--- src/rtl/lock_ctrl_fsm.sv ---
// Keypad lock control FSM: captures an 8-digit password, checks entries digit by digit,
// and drives the state code and entered-digit history for the display stage.
module lock_ctrl_fsm #(
    parameter int OPEN_TIMEOUT = 1000,
    parameter int CNT_W        = 10
) (
    input  logic        hz100,
    input  logic        reset,
    input  logic        digit_strb,
    input  logic [3:0]  digit,
    input  logic        enter_strb,
    output logic [3:0]  state,
    output logic [31:0] seq
);

    typedef enum logic [3:0] {
        LS0   = 4'h0,
        LS1   = 4'h1,
        LS2   = 4'h2,
        LS3   = 4'h3,
        LS4   = 4'h4,
        LS5   = 4'h5,
        LS6   = 4'h6,
        LS7   = 4'h7,
        OPEN  = 4'h8,
        ALARM = 4'h9,
        INIT  = 4'hA
    } state_t;

    localparam logic [CNT_W-1:0] TO_LAST = CNT_W'(OPEN_TIMEOUT - 1);

    state_t           state_q, state_n;
    logic [31:0]      seq_q, seq_n;
    logic [31:0]      pwd_q, pwd_n;
    logic [3:0]       dcnt_q, dcnt_n;
    logic [CNT_W-1:0] cnt_q, cnt_n;

    logic [31:0] seq_shift;
    logic [3:0]  pwd_nib;

    always_comb begin
        seq_shift = {seq_q[27:0], digit};
        // nibble k of the password sits at bit (7-k)*4; ~k equals 7-k for 3 bits
        pwd_nib   = pwd_q[{~state_q[2:0], 2'b00} +: 4];
    end

    always_ff @(posedge hz100) begin
        if (reset) begin
            state_q <= INIT;
            seq_q   <= '0;
            pwd_q   <= '0;
            dcnt_q  <= '0;
            cnt_q   <= '0;
        end else begin
            state_q <= state_n;
            seq_q   <= seq_n;
            pwd_q   <= pwd_n;
            dcnt_q  <= dcnt_n;
            cnt_q   <= cnt_n;
        end
    end

    always_comb begin
        state_n = state_q;
        seq_n   = seq_q;
        pwd_n   = pwd_q;
        dcnt_n  = dcnt_q;
        cnt_n   = cnt_q;

        case (state_q)
            INIT: begin
                if (enter_strb) begin
                    if (dcnt_q == 4'd8) begin
                        pwd_n   = seq_q;
                        seq_n   = '0;
                        dcnt_n  = '0;
                        state_n = LS0;
                    end
                end else if (digit_strb) begin
                    seq_n  = seq_shift;
                    dcnt_n = (dcnt_q == 4'd8) ? 4'd8 : dcnt_q + 4'd1;
                end
            end

            LS0, LS1, LS2, LS3, LS4, LS5, LS6, LS7: begin
                if (enter_strb) begin
                    seq_n   = '0;
                    state_n = LS0;
                end else if (digit_strb) begin
                    seq_n = seq_shift;
                    if (digit != pwd_nib) begin
                        state_n = ALARM;
                    end else if (state_q == LS7) begin
                        state_n = OPEN;
                        cnt_n   = '0;
                    end else begin
                        state_n = state_t'(state_q + 4'd1);
                    end
                end
            end

            OPEN: begin
                cnt_n = cnt_q + CNT_W'(1);
                if (enter_strb || cnt_q == TO_LAST) begin
                    state_n = LS0;
                    seq_n   = '0;
                    cnt_n   = '0;
                end
            end

            ALARM: begin
                state_n = ALARM;
            end

            default: begin
                state_n = INIT;
                seq_n   = '0;
                dcnt_n  = '0;
                cnt_n   = '0;
            end
        endcase
    end

    assign state = state_q;
    assign seq   = seq_q;

endmodule

--- config.mk ---
export PLATFORM = sky130hd
export DESIGN_NAME = lock_ctrl_fsm
export DESIGN_NICKNAME = d
export VERILOG_FILES = /design/src/rtl/lock_ctrl_fsm.sv
export SDC_FILE = /design/constraint.sdc
export NUM_CORES = 1
export LEC_CHECK = 0
export BUFFER_PORTS_ARGS = -buffer_cell sky130_fd_sc_hd__buf_2
export CAP_MARGIN = 20
export CORE_MARGIN = 5
export CORE_UTILIZATION = 45
export DETAILED_ROUTE_END_ITERATION = 7
export PLACE_DENSITY = 0.69
export SLEW_MARGIN = 10
export SYNTH_ARGS = -nofsm -noshare
export SYNTH_HDL_FRONTEND = slang
export SYNTH_SLANG_ARGS = --single-unit
--- constraint.sdc ---
create_clock -name hz100 -period 4.1 [get_ports hz100]
set_clock_uncertainty 0.2 [all_clocks]
set_input_delay 0 -clock hz100 [delete_from_list [all_inputs] [get_ports hz100]]
set_output_delay 0 -clock hz100 [all_outputs]
set_load 0.02 [all_outputs]
==> results.md <==
- Status: finished, final reports clean
- Core footprint: 8130 um^2
- Vias in the first global route: 3095
- Starting DRT DRC Count: 168
- Initial antenna violation count: 0
- Clk_lat worst skew: 0.35 ns
- CTS tree: yes
- EDFF count, synth: 0
- Num CTS Buffers: 9
- CP startpoint kind: flip-flop
- Post-route ant nets: 0
- Full die area: 10200 um^2
- I/O Pins: 44
- Initial Util: 0.458
- GR Util All Layers: 0.184
- RD Place Congestion: 0.868
- Post-CTS Setup Inserts: 0
- Vias: 3244
- Root buf cell: clkbuf_8
- Pleak: 1.59 nW
- Crit-path cells: inv_1 > ha_1 > o41ai_2 > or2_2 > a21o_1 > and3_1 > buf_4 > nand3_1 > a21oi_1 > dlygate4sd3_1
- Area growth syn-to-layout: 15.5%
- Die X: 101 um
- Top-area cell type share of the netlist area: 0.441
- Post-synth ARST share: 0
- CP arrival: 3.70 ns
- RSZ-0062 raised after global routing: false
- Seq cells post-synth: 82
- Hold crit path type: reg2reg
- Clk pin slew, worst setup/hold paths: 0.09 ns
- Commonest cells in the synthesized netlist: nand2_1, dfxtp_1, a21oi_1
- DP HPWL: 6.02 mm
- Fraction of layout cells with a size suffix above 1: 0.176
- Die Ht: 101 um
- Synth Net Count: 467
- Period Utilization, post-route: 0.881
- Largest net degree at the start of global routing: 54
- Grt ovf: 0
- Max stage delay on crit path: 0.64 ns
- Routed WL: 9.02 mm
- Slew HR: 0.400
- Count leader, synth: nand2_1
- Post-route DRC: 0
- WS Path Type: reg2reg
- Crit. End Element: flip-flop
- Power Dens Cells: 568 nW/um^2
- Fin. max-slew vios: 0
- Worst path slowest cell: dfxtp_1
- Input/output buffers: 43
- F_max: 277 MHz
- Util after Layout: 0.529
- VDD IR max: 0.344 mV
- First-pass GRT wire length: 15.1 mm
- Sequential share of the synthesized area: 0.441
- Setup Viol. Count Final: 0
- Max Cap Violations: 0
- CTS Buffer Depth: 2
- Number of hold violations in the final report: 0
- Clk sinks: 82
- Worst-path fanout max: 32
- Post-route minimum period: 3.61 ns
- Row count: 33
- Drt pass-1 iters: 5
- Final setup TNS: 0 ns
- FILL cells: 769
- Wirelength per Cell: 15.1 um
- Via/cell ratio: 5.42
- Worst Path Required: 4.19 ns
- Synth area leader: dfxtp_1
- Synthesized cell area: 3720 um^2
- Nets: 504
- Post-Syn Area per Cell: 8.24 um^2
- Post-Syn Instances: 452
- Ant. Diodes: 0
- Unique masters post-synth: 42
- CTS HTree Levels: 3
- Ys Warns: 0
- Slew @ Worst Pin: 0.892 ns
- Post-synth top flop: dfxtp_1
- Ranking of synthesized cells by area: dfxtp_1, nand2_1, a21oi_1
==> power by group <==
| group | internal, mW | switching [mW] | total (mW) | leakage (nW) |
|---|---|---|---|---|
| registers | 0.828 | 0.0696 | 0.897 | 0.662 |
| clock network | 0.348 | 0.307 | 0.655 | 0.114 |
| logic | 0.269 | 0.621 | 0.890 | 0.813 |
==> registers in the layout, summed over array words and instances, names as in the netlist <==
name and flops:
pwd_q 32, cnt_q 10, seq 32, state 4, dcnt_q 4
==> per-layer routing <==
layer  vias to the layer above  global-route usage  part of all wire
li1                       1628                   -                 -
met2                        71               0.298              0.49
met3                        16              0.0367             0.038
met4                         0              0.0583             0.016
met5                         -                   0                 0
met1                      1529               0.246              0.45
==> layout by cell type (no fill, tap or decap), types with 5 or more instances in the layout <==
cell type / count
inv_1: 10
xor2_1: 5
dfxtp_1: 81
nand4b_1: 5
o31ai_1: 6
mux4_2: 5
mux2i_1: 5
nor2_1: 20
dlygate4sd3_1: 10
ha_1: 7
nand2_1: 107
buf_4: 5
nand3_1: 39
buf_2: 44
and3_1: 6
nand2b_1: 6
o21ai_0: 8
a21oi_1: 69
clkbuf_8: 9
==> what timing repair did <==
action	in CTS	in global routing
endpoints found under the setup margin	0	1
gates resized for setup	0	1
hold endpoints to repair	23	0
hold buffers	10	0
==> area by class of cell <==
cell class,count,area (um^2),area share
multi-input combinational,327,1910,0.443
sequential,82,1640,0.382
timing repair buffer,59,358,0.0832
tap,105,131,0.0306
clock buffer,9,124,0.0288
clock inverter,7,100,0.0233
inverter,10,37.5,0.00873
==> metrics by stage <==
stage               std cells  total power, mW  cell area, um^2  setup WS (ns)  hold WS [ns]
floorplan                 452             1.60             3720           1.23       -0.0481
global placement          572             1.77             3970          0.874        0.0920
detailed placement        573             1.79             3970          0.772         0.101
CTS                       599             2.46             4300          0.315         0.254
global route              599             2.60             4300          0.239         0.279
finish                    599             2.44             4300          0.488         0.255
==> worst paths after layout <==
check | from | end | slack, ns | depth (start not counted)
hold / removal | pwd_q[13] | pwd_q[13] | 0.25 | 2
hold reg to reg | pwd_q[13] | pwd_q[13] | 0.25 | 2
setup reg to reg | state[1] | seq[0] | 0.49 | 10
setup / recovery | state[1] | seq[0] | 0.49 | 10
==> critical path: cells and delay by family, from the launching register on <==
| kind | cells | cell delay (ns) |
|---|---|---|
| AOI/OAI and AO/OA | 3 | 0.92 |
| adders and majority gates | 1 | 0.25 |
| DFF | 1 | 0.64 |
| buffers and inverters | 3 | 1.01 |
| and+or+nand+nor | 3 | 0.51 |
==> kinds of logic (layout without fill, tap and decap cells) <==
kind of cell | Yosys count | count (layout) | synth area share
simple gates | 197 | 197 | 0.238
compound gates | 104 | 104 | 0.170
flops | 82 | 82 | 0.441
buf+inv | 43 | 85 | 0.0491
mux | 13 | 13 | 0.0649
fa+ha+maj | 7 | 7 | 0.0235
xor+xnor | 6 | 6 | 0.0141
Power figures use the tool's default switching activity.
